<file path="config.mk">
export PLATFORM = sky130hd
export DESIGN_NAME = instr_sequencer
export DESIGN_NICKNAME = d
export VERILOG_FILES = /design/src/rtl/instr_sequencer.sv
export SDC_FILE = /design/constraint.sdc
export NUM_CORES = 1
export LEC_CHECK = 0
export CELL_PAD_IN_SITES_DETAIL_PLACEMENT = 0
export CELL_PAD_IN_SITES_GLOBAL_PLACEMENT = 1
export CORE_AREA = 2 2 228 207
export CTS_CLUSTER_DIAMETER = 80
export DETAILED_ROUTE_END_ITERATION = 8
export DIE_AREA = 0 0 230 209
export GPL_TIMING_DRIVEN = 0
export PLACE_DENSITY = 0.77
export SYNTH_ARGS = -nofsm -noshare
export SYNTH_HDL_FRONTEND = slang
export SYNTH_SLANG_ARGS = --single-unit
</file>
<file path="constraint.sdc">
create_clock -name clk -period 5 [get_ports clk]
set_clock_uncertainty 0.15 [all_clocks]
set_input_delay 0.5 -clock clk [delete_from_list [all_inputs] [get_ports clk]]
set_output_delay 0.5 -clock clk [all_outputs]
set_load 0.03 [all_outputs]
</file>
<file path="src/rtl/instr_sequencer.sv">
// Instruction issue unit: loadable program buffer, program counter and an
// issue FSM that hands words to the processor over its done handshake.
module instr_sequencer #(
  parameter int OP_W    = 3,
  parameter int RA_W    = 5,
  parameter int CONST_W = 16,
  parameter int ADDR_W  = 4
) (
  input  logic                             clk,
  input  logic                             rst,
  input  logic                             load_en,
  input  logic [ADDR_W-1:0]                load_addr,
  input  logic [OP_W+3*RA_W+CONST_W-1:0]   load_word,
  input  logic [ADDR_W:0]                  prog_len,
  input  logic                             start,
  input  logic                             step_mode,
  input  logic                             step,
  input  logic                             done,
  output logic [OP_W-1:0]                  instr,
  output logic [RA_W-1:0]                  reg1,
  output logic [RA_W-1:0]                  reg2,
  output logic [RA_W-1:0]                  reg3,
  // "const" is a reserved word, so the immediate output is const_val
  output logic [CONST_W-1:0]               const_val,
  output logic                             issue,
  output logic                             busy,
  output logic                             finished,
  output logic [ADDR_W:0]                  pc
);

  localparam int WORD_W = OP_W + 3*RA_W + CONST_W;
  localparam int DEPTH  = 1 << ADDR_W;

  typedef enum logic [2:0] {
    IDLE,
    ISSUE,
    WAIT_LOW,
    WAIT_HIGH,
    STEP_WAIT,
    HALT
  } state_t;

  state_t              state;
  logic [ADDR_W:0]     len;
  logic [WORD_W-1:0]   mem [DEPTH];
  logic [WORD_W-1:0]   word_rd;
  logic                can_accept;

  assign can_accept = (state == IDLE) || (state == HALT);
  assign word_rd    = mem[pc[ADDR_W-1:0]];

  // Program buffer is not reset; contents survive rst.
  always_ff @(posedge clk) begin
    if (!rst && load_en && can_accept)
      mem[load_addr] <= load_word;
  end

  always_ff @(posedge clk) begin
    if (rst) begin
      state     <= IDLE;
      len       <= '0;
      pc        <= '0;
      instr     <= '0;
      reg1      <= '0;
      reg2      <= '0;
      reg3      <= '0;
      const_val <= '0;
      issue     <= 1'b0;
      busy      <= 1'b0;
      finished  <= 1'b0;
    end else begin
      issue <= 1'b0;
      case (state)
        IDLE, HALT: begin
          if (start) begin
            len <= prog_len;
            pc  <= '0;
            if (prog_len == '0) begin
              state    <= HALT;
              finished <= 1'b1;
              busy     <= 1'b0;
            end else begin
              state    <= ISSUE;
              finished <= 1'b0;
              busy     <= 1'b1;
            end
          end
        end
        ISSUE: begin
          if (done) begin
            {instr, reg1, reg2, reg3, const_val} <= word_rd;
            issue <= 1'b1;
            pc    <= pc + 1'b1;
            state <= WAIT_LOW;
          end
        end
        // done must fall before we look for completion, so a slow processor
        // that still shows done=1 after issue cannot trigger a second issue.
        WAIT_LOW: begin
          if (!done)
            state <= WAIT_HIGH;
        end
        WAIT_HIGH: begin
          if (done) begin
            if (pc == len) begin
              state    <= HALT;
              finished <= 1'b1;
              busy     <= 1'b0;
            end else if (step_mode) begin
              state <= STEP_WAIT;
            end else begin
              state <= ISSUE;
            end
          end
        end
        STEP_WAIT: begin
          if (step || !step_mode)
            state <= ISSUE;
        end
        default: state <= IDLE;
      endcase
    end
  end

endmodule

</file>
==> run metrics, run 1 <==
period utilization roughly two thirds; Synth Register Bits a little under 600; Avg Inst Size Synth roughly 19 um^2; Nets 1,416; critical-path cell list buf_6, or2_2, a21o_1, nor3b_1, nand2b_1, nor3_2, buf_6, buf_6; PD cells approximately 410 mW/mm^2; CTS Hold Bufs 0; placer congestion estimate 0.789; Leak 8.21 nW; worst skew pair latency 0.61 ns; minimum clock period after layout ~3.3 ns; layout cell share with drive strength beyond 1 around 17%; # fillers approximately 3,400; final cell area excluding filler cells around 0.027 mm^2; Die Ht roughly 210 um; HP Class reg -> reg; Synth Area in Simple Gates ~2.8%; GR peak layer met2; Seq pwr share 51.2%; Rel. slew slack approximately 30%; sw frac about 23%; hold_sp const_val[0]; CP Launch Point state[2]; number of global-route vias before repair 11,967; Post-DP HPWL about 33,000 um; total power roughly 11 mW; wire length per cell 24.8 um; met2 Use GR 34.6%; xor and xnor fraction of the mapped netlist area less than 1%; Vias/cell roughly 5.8; Post-DRT Antenna Nets 0; Inserted Clock Buffers 57; CTS H-tree depth 2; Register Area about 0.017 mm^2; most frequent cells in the layout edfxtp_1, mux2i_1, clkdlybuf4s50_1; first-pass GRT wire length between 70,000 and 80,000 um; RSZ-0062 raised after global routing no; CTS tree yes; MaxCap Viol Count 0; Core Rows 75; Max Fclk 304 MHz; synth warn 0; DR iter-0 viols 1,165; Crit Path Max Fanout 10; CP Capture Type flip-flop; CTS clk-pin slew, worst paths 0.06 ns; Slowest-stage cell, CP nor3_2; GR Layer Usage met3 between 3 and 4%; clock root buffer clkbuf_16; grt total ovfl 0; Gate power share a little over a tenth; Top cell by count, worst path buf_6; status completed; fraction of synthesized area in multiplexers about an eighth; Area Overhead vs Synth 17.6%; Post-Synth Adder-Cell Area 0.0553%; net switching power 2.48 mW; grt met1 use just under 30%; worst ir drop on vdd ~0.26 mV; Pins Over Slew Limit 0; Post-synth EDFFs 544; synthesized area ~0.023 mm^2; sequential fraction of the synthesis area around 77%; slowest cell delay on critical path 0.80 ns; Post-CTS Resized 0; Core Footprint around 0.046 mm^2; Multi-input gate area around 0.0050 mm^2; Port Buffers between 90 and 100; io pins 92; most common cell after layout, fill and taps aside edfxtp_1; initial core utilization 49.2%; synthesized instance count roughly 1,200; Total Wirelength 50,400 um; pin count of the biggest net entering global routing 27; DIE AREA about 0.048 mm^2; cell-internal power between 8 and 9 mW; asr flop ratio synth 0%; initial antenna violation count 2; syn nets around 1,200; Synth Area in Compound Gates under 10%; GRT Resource Usage Total a little over a fifth; main combinational cell family by area after synthesis multiplexers; worst r2r src state[2]; Final Setup Violations 0; Post-Place Cell Area between 0.02 and 0.025 mm^2; Critical Path RT slightly above 5 ns; most used flip-flop cell after synthesis edfxtp_1; Die X-Extent 230 um; r2r setup slk between 1.5 and 2 ns; count of different cell masters after synthesis 52; Crit Path Class reg -> reg; Hold Fails Final Rpt 0; Worst Tran Pin Value 1.04 ns; clock buffer depth 3; Critical Path AT between 3 and 4 ns; Sum Neg Setup Slack 0 ns; Post-route DRC 0; CTS Sinks roughly 600; First-pass DRT Iterations 5; CP startpoint kind flip-flop; number of setup buffers added after CTS 0; Via Count about 12,000; clock share of power a little under two fifths
[critical path: cells and delay by family (launching register included)]
kind	cells	cell delay, ns
flops	1	0.31
compound gates	1	0.20
buf+inv	3	0.60
simple gates	4	1.72
[routing by layer]
metal	vias up	share of wire [%]
met5	-	0.020
met4	2	2.3
met3	82	6.3
met2	380	48
met1	6006	43
li1	5206	-
[synthesized netlist by cell type (2+ instances only)]
| cell type | number | share of area, % |
|---|---|---|
| edfxtp_1 | 544 | 72 |
| mux2i_1 | 141 | 6.2 |
| nor2_1 | 93 | 1.5 |
| mux4_2 | 69 | 6.9 |
| o22ai_1 | 67 | 1.9 |
| dfxtp_1 | 50 | 4.4 |
| a22oi_1 | 33 | 1.1 |
| a311oi_1 | 33 | 1.3 |
| buf_2 | 24 | 0.53 |
| clkbuf_1 | 22 | 0.37 |
| buf_6 | 14 | 0.70 |
| nand2_1 | 11 | 0.18 |
| a21oi_1 | 10 | 0.22 |
| buf_4 | 8 | 0.27 |
| nor3_1 | 8 | 0.18 |
| nand2b_1 | 6 | 0.17 |
| xnor2_1 | 5 | 0.19 |
| xor2_1 | 5 | 0.19 |
| nand3_1 | 4 | 0.088 |
| buf_1 | 3 | 0.050 |
| nand4_1 | 3 | 0.083 |
| o21ai_0 | 3 | 0.066 |
| inv_1 | 2 | 0.033 |
| nor2b_1 | 2 | 0.055 |
| nor4_1 | 2 | 0.055 |
| o211ai_1 | 2 | 0.066 |
| or2_2 | 2 | 0.055 |
[cell type report]
cell class | count | area share, %
Inverter | 3 | 0.0423
Buffer | 71 | 1.62
Antenna cell | 2 | 0.0188
Sequential cell | 594 | 65.2
Timing Repair Buffer | 115 | 4.86
Clock inverter | 26 | 0.823
Clock buffer | 80 | 5.96
Multi-Input combinational cell | 523 | 18.6
Tap cell | 616 | 2.90
[power groups by stage]
stage                     combinational [mW]  clock [mW]  sequential (mW)
final                                   1.15        4.15             5.55
after global routing                    1.23        4.42             5.56
after CTS                               1.16        4.22             5.55
after detailed placement                1.16           0             5.66
after global placement                  1.12           0             5.66
after floorplan                        0.670           0             5.73
[cells by family (layout without fill, tap and decap cells)]
kind of cell               count (synthesis)  after routing
xor gates and xnor gates                  10             10
and+or+nand+nor                          141            141
muxes                                    210            210
DFF                                      594            594
other                                      0              2
buffers and inverters                     74            295
adders and majority gates                  1              1
AOI/OAI and AO/OA                        161            161
[registers in the layout, summed over array words and instances (netlist names)]
register / flops
mem: 544
const_val: 16
len: 5
pc: 5
reg1: 5
reg2: 5
reg3: 5
instr: 3
state: 3
busy: 1
finished: 1
issue: 1
[final timing paths]
| check | depth (start not counted) | end |
|---|---|---|
| setup / recovery | 8 | mem[0][12] |
| hold / removal | 2 | const_val[0] |
| setup reg to reg | 8 | mem[0][12] |
| hold reg to reg | 2 | const_val[0] |
[metrics by stage]
| stage | setup WS [ns] | cells | hold slack [ns] | util, % |
|---|---|---|---|---|
| after floorplan | 0.793 | 1191 | 0.331 | - |
| after global placement | -2.06 | 1898 | 0.316 | 52.9 |
| after detailed placement | 1.38 | 1922 | 0.349 | 53.9 |
| after CTS | 1.71 | 2028 | 0.357 | 57.9 |
| after global routing | 1.59 | 2028 | 0.377 | 57.9 |
| final | 1.71 | 2030 | 0.352 | 57.9 |
Note: power is estimated with default switching activity, not from simulation.
==> run 2: changes to the inputs <==
==> constraint.sdc (replaced) <==
create_clock -name clk -period 3.42 [get_ports clk]
set_clock_uncertainty 0.15 [all_clocks]
set_input_delay 0.342 -clock clk [delete_from_list [all_inputs] [get_ports clk]]
set_output_delay 0.342 -clock clk [all_outputs]
set_load 0.03 [all_outputs]
==> run 2 against run 1 <==
  * Core utilization is 0.33 points higher
  * Non-clock buffer count is 4 lower
  * Total power rose by 48%
  * Setup slack got worse by 1.4 ns
  * Combinational power increased by 47%
  * First-iteration DRC count is 12% lower
  * Sequential power increased by 46%
  * Die area did not move
  * Count of clock-buffer cells in the layout fell by 7
  * Sequential share of layout area fell by 0.37 points
  * Largest cell class unchanged
==> run metrics, run 2 (synthesized netlist as in run 1, its figures left out) <==
Core Rows 75 (unchanged); minimum clock period after layout 3.15 ns (was 3.29 ns); grt met1 use 30.7% (was 29.6%); GR Layer Usage met3 4.11% (was 3.79%); clock root buffer clkbuf_16 (unchanged); clock buffer depth 3 (unchanged); Post-DRT Antenna Nets 0 (unchanged); number of global-route vias before repair 11,714 (was 11,967); Post-CTS Resized 0 (unchanged); RSZ-0062 raised after global routing no (unchanged); CTS tree yes (unchanged); Antenna Cells 0 (was 2); wire length per cell 25.4 um (was 24.8 um); initial antenna violation count 0 (was 2); DIE AREA 0.0481 mm^2 (unchanged); Biggest register mem (unchanged); Largest register FFs 544 (unchanged); Via Count 11,806 (was 11,676); pin count of the biggest net entering global routing 26 (was 27); critical-path cell list buf_6, nand2b_1, nor3_2, buf_2, buf_1, a311oi_1 (was buf_6, or2_2, a21o_1, nor3b_1, nand2b_1, nor3_2, buf_6, buf_6); Crit Path Max Fanout 10 (unchanged); Slowest-stage cell, CP nor3_2 (unchanged); cells on worst reg2reg path 6 (was 8); status completed (unchanged); Post-route DRC 0 (unchanged); DR iter-0 viols 1,025 (was 1,165); Crit Path Class reg -> reg (unchanged); Critical Path RT 3.71 ns (was 5.16 ns); Die X-Extent 230 um (unchanged); Reg-to-Reg End const_val[8] (was mem[0][12]); placer congestion estimate 0.791 (was 0.789); MaxCap Viol Count 0 (unchanged); Worst Tran Pin Value 1.12 ns (was 1.04 ns); GRT Resource Usage Total 21.7% (was 21.3%); Core Footprint 0.0460 mm^2 (unchanged); Rel. slew slack 24.8% (was 30.0%); hold_sp prog_len[4] (was const_val[0]); Port Buffers 91 (unchanged); met2 Use GR 35.3% (was 34.6%); total power 16.1 mW (was 10.9 mW); most frequent cells in the layout edfxtp_1, mux2i_1, clkdlybuf4s50_1 (unchanged); CP startpoint kind flip-flop (unchanged); initial core utilization 49.2% (unchanged); layout cell share with drive strength beyond 1 16.6% (was 17.2%); number of setup buffers added after CTS 0 (unchanged); grt total ovfl 0 (unchanged); GR peak layer met2 (unchanged); Area Overhead vs Synth 18.3% (was 17.6%); Max Fclk 318 MHz (was 304 MHz); CTS H-tree depth 2 (unchanged); period utilization 92.1% (was 65.7%); Die Ht 209 um (unchanged); PD cells 602 mW/mm^2 (was 408 mW/mm^2); WHS Endpoint len[4] (was const_val[0]); top flop regs mem: 544 flops, const_val: 16 flops (unchanged); Critical Path AT 3.44 ns (about the same); CP Capture Type flip-flop (unchanged); Worst Hold Path Cells 3 (was 2); slowest cell delay on critical path 0.89 ns (was 0.80 ns); CTS Hold Bufs 0 (unchanged); Sum Neg Setup Slack 0 ns (unchanged); Inserted Clock Buffers 58 (was 57); worst ir drop on vdd 0.397 mV (was 0.262 mV); First-pass DRT Iterations 5 (unchanged); Final Setup Violations 0 (unchanged); Vias/cell 5.83 (was 5.75); Leak 8.27 nW (was 8.21 nW); Post-DP HPWL 32,400 um (was 32,900 um); r2r setup slk 0.27 ns (was 1.71 ns); CTS Sinks 594 (unchanged); CTS clk-pin slew, worst paths 0.06 ns (about the same); io pins 92 (unchanged); worst r2r src state[2] (unchanged); worst skew pair latency 0.61 ns (about the same); first-pass GRT wire length 75,700 um (unchanged); Pins Over Slew Limit 0 (unchanged); Hold Fails Final Rpt 0 (unchanged); HP Class in -> reg (was reg -> reg); most common cell after layout, fill and taps aside edfxtp_1 (unchanged); Total Wirelength 51,400 um (was 50,400 um); Nets 1,413 (was 1,416)
==> run 2: cell types whose count changed in the layout (fill, tap and decap cells not counted), moves of 2 or more <==
cell and delta:
clkinv_1 +10, clkinv_2 -2, clkinvlp_4 -4, clkbuf_1 -4, buf_6 -12, bufinv_16 +4, diode_2 -2, clkbuf_8 -3
nor3_2 -4, nor3_4 +4, buf_16 +7
==> run 2: area by class of cell <==
class | instances | area, um^2
clock inverter | 34 | 337
fill | 3333 | 19200
multi-input combinational | 523 | 4980
buffer | 71 | 432
timing repair buffer | 111 | 1370
clock buffer | 73 | 1530
tap | 616 | 771
sequential | 594 | 17300
inverter | 3 | 11.3
==> run 2: routing by layer <==
metal	share of wire (%)	wire, um	up-vias
met1	43	22300	6131
met3	6.2	3190	74
li1	-	-	5202
met5	0	0	-
met2	49	25000	399
met4	1.8	917	0
==> run 2: where the power goes <==
part	leakage, nW	switching (mW)	internal [mW]
combinational	2.05	0.946	0.742
sequential	5.31	0.0690	8.05
clock	0.912	2.62	3.68
==> run 2: worst max path at each step <==
stage	from	to	slack [ns]	cells after the start
2_1_floorplan	state[2]	mem[12][0]	0.14	6
3_3_place_gp	load_en	mem[4][7]	-1.85	5
3_5_place_dp	done	const_val[8]	-0.09	6
4_1_cts	state[2]	const_val[8]	0.33	6
5_1_grt	state[2]	const_val[7]	0.24	6
6_report	state[2]	const_val[8]	0.27	6
==> run 2: per-stage QoR <==
stage	utilization (%)	cells	hold WS, ns	worst slack, ns	cell area, um^2
2_1_floorplan	-	1191	0.291	0.138	22600
3_3_place_gp	52.9	1898	0.316	-1.85	24300
3_5_place_dp	54.1	1918	0.341	-0.0859	24900
4_1_cts	58.2	2025	0.230	0.331	26800
5_1_grt	58.2	2025	0.250	0.236	26800
6_report	58.2	2025	0.248	0.271	26800
==> run 2: critical path: cells and delay by family (launching register included) <==
kind	cells	cell delay, ns
and+or+nand+nor	2	1.13
DFF	1	0.31
AOI/OAI and AO/OA	1	0.21
buffers and inverters	3	1.20
==> run 3: changes to the inputs <==
--- a/config.mk
+++ b/config.mk
@@ -7,10 +7,10 @@
 export LEC_CHECK = 0
 export CELL_PAD_IN_SITES_DETAIL_PLACEMENT = 0
 export CELL_PAD_IN_SITES_GLOBAL_PLACEMENT = 1
-export CORE_AREA = 2 2 228 207
+export CORE_AREA = 4 4 230 209
 export CTS_CLUSTER_DIAMETER = 80
 export DETAILED_ROUTE_END_ITERATION = 8
-export DIE_AREA = 0 0 230 209
+export DIE_AREA = 0 0 234 213
 export GPL_TIMING_DRIVEN = 0
 export PLACE_DENSITY = 0.77
 export SYNTH_ARGS = -nofsm -noshare
==> run 3 against run 2 <==
  * Wire length decreased by 1.3%
  * Total power decreased by 1.8%
  * Critical path type unchanged
  * Register-to-register slack improved by 0.02 ns
==> run metrics, run 3 (synthesized netlist as in run 1, its figures left out) <==
Seq pwr share 51.3% (was 50.4%); HP Class in -> reg (unchanged); Crit Path Class reg -> reg (unchanged); Post-DP HPWL 32,700 um (was 32,400 um); CP startpoint kind flip-flop (unchanged); WHS 0.252 ns (was 0.248 ns); number of global-route vias before repair 11,825 (was 11,714); initial antenna violation count 0 (unchanged); grt total ovfl 0 (unchanged); r2r setup slk 0.29 ns (was 0.27 ns); Largest register FFs 544 (unchanged); first-pass GRT wire length 75,800 um (was 75,700 um); DR iter-0 viols 1,143 (was 1,025); Rel. slew slack 27.8% (was 24.8%); MaxCap Viol Count 0 (unchanged); net switching power 3.63 mW (about the same); CTS tree yes (unchanged); Critical Path AT 3.41 ns (was 3.44 ns); CTS H-tree depth 2 (unchanged); initial core utilization 49.8% (was 49.2%); Critical Path RT 3.71 ns (about the same); Hold Fails Final Rpt 0 (unchanged); cell-internal power 12.2 mW (was 12.5 mW); RSZ-0062 raised after global routing no (unchanged); Gate power share 10.7% (was 10.5%); layout cell share with drive strength beyond 1 17.2% (was 16.6%); io pins 92 (unchanged); slowest cell delay on critical path 0.85 ns (was 0.89 ns); CTS Hold Bufs 0 (unchanged); most frequent cells in the layout edfxtp_1, mux2i_1, clkdlybuf4s50_1 (unchanged); clock buffer depth 3 (unchanged); Die Ht 213 um (was 209 um); worst ir drop on vdd 0.433 mV (was 0.397 mV); Final Setup Violations 0 (unchanged); Via Count 11,721 (was 11,806); worst slack, placed -0.0788 ns (was -0.0859 ns); Worst Tran Pin Value 1.08 ns (was 1.12 ns); status completed (unchanged); CTS Sinks 594 (unchanged); CTS clk-pin slew, worst paths 0.07 ns (was 0.06 ns); Finished Layout Cells 2,014 (was 2,025); # fillers 3,308 (was 3,333); Vias/cell 5.82 (was 5.83); Core Rows 74 (was 75); critical-path cell list buf_6, nand2b_1, nor3_2, buf_2, buf_1, a311oi_1 (unchanged); Crit Path Max Fanout 10 (unchanged); First-pass DRT Iterations 5 (unchanged); Post-Place Cell Area 0.0249 mm^2 (about the same); Leak 8.22 nW (was 8.27 nW); Final WS setup 0.294 ns (was 0.271 ns); PD cells 593 mW/mm^2 (was 602 mW/mm^2); period utilization 91.4% (was 92.1%); Die X-Extent 234 um (was 230 um); number of setup buffers added after CTS 0 (unchanged); Max Fclk 320 MHz (was 318 MHz); Sum Neg Setup Slack 0 ns (unchanged); placer congestion estimate 0.782 (was 0.791); CP Capture Type flip-flop (unchanged); top flop regs mem: 544 flops, const_val: 16 flops (unchanged); sw frac 22.9% (was 22.6%); DIE AREA 0.0498 mm^2 (was 0.0481 mm^2); worst skew pair latency 0.61 ns (about the same); Port Buffers 91 (unchanged); Post-DRT Antenna Nets 0 (unchanged); Core Footprint 0.0455 mm^2 (was 0.0460 mm^2); wire length per cell 25.2 um (was 25.4 um); Nets 1,412 (was 1,413); final cell area excluding filler cells 0.0266 mm^2 (was 0.0268 mm^2); GRT Resource Usage Total 20.7% (was 21.7%); Antenna Cells 0 (unchanged); Inserted Clock Buffers 57 (was 58); Pins Over Slew Limit 0 (unchanged); minimum clock period after layout 3.13 ns (was 3.15 ns); Area Overhead vs Synth 17.8% (was 18.3%); Post-CTS Resized 0 (unchanged); clock share of power 38.0% (was 39.1%); clock root buffer clkbuf_16 (unchanged); pin count of the biggest net entering global routing 26 (unchanged); Biggest register mem (unchanged); most common cell after layout, fill and taps aside edfxtp_1 (unchanged); placed instance count 1,910 (was 1,918); Slowest-stage cell, CP nor3_2 (unchanged); Post-route DRC 0 (unchanged); Total Wirelength 50,800 um (was 51,400 um)
run 3: power groups by stage:
stage	logic [mW]	registers (mW)	clock network, mW
final	1.69	8.11	6.01
after global routing	1.82	8.12	6.43
after CTS	1.71	8.12	6.11
after detailed placement	1.70	8.27	0
after global placement	1.65	8.27	0
after floorplan	0.980	8.37	0
run 3: worst paths after layout:
path / end / cells after the start / from
worst max-delay path: const_val[5] / 6 / state[2]
worst min-delay path: len[4] / 3 / prog_len[4]
worst max register to register: const_val[5] / 6 / state[2]
worst min register to register: busy / 2 / busy
run 3: layout make-up:
class,count,area [um^2],area share (%)
clock inverters,32,249,0.935
repair buffers,111,1340,5.03
inverters,3,11.3,0.0423
flip-flops and latches,594,17300,65.1
well taps,608,761,2.86
clock buffers,72,1530,5.75
multi-input cells,523,4980,18.7
plain buffers,71,432,1.62
run 3: critical path: cells and delay by family, from the launching register on:
| family | cells | cell delay, ns |
|---|---|---|
| compound gates | 1 | 0.20 |
| buf+inv | 3 | 1.20 |
| flops | 1 | 0.31 |
| simple gates | 2 | 1.08 |
run 3: layer usage:
layer  wire length [um]  share of wire (%)  GRT usage (%)  vias up
li1                   -                  -              -     5202
met1              22700                 45           30.6     6065
met2              23900                 47           32.5      391
met3               3300                6.5           4.26       63
met4                853                1.7           4.71        0
met5                  0                  0              0        -
run 3: stage by stage:
stage               utilization [%]  power [mW]
finish                         58.6        15.8
CTS                            58.6        15.9
detailed placement             54.7        9.97
global placement               53.5        9.92
floorplan                         -        9.35
global route                   58.6        16.4
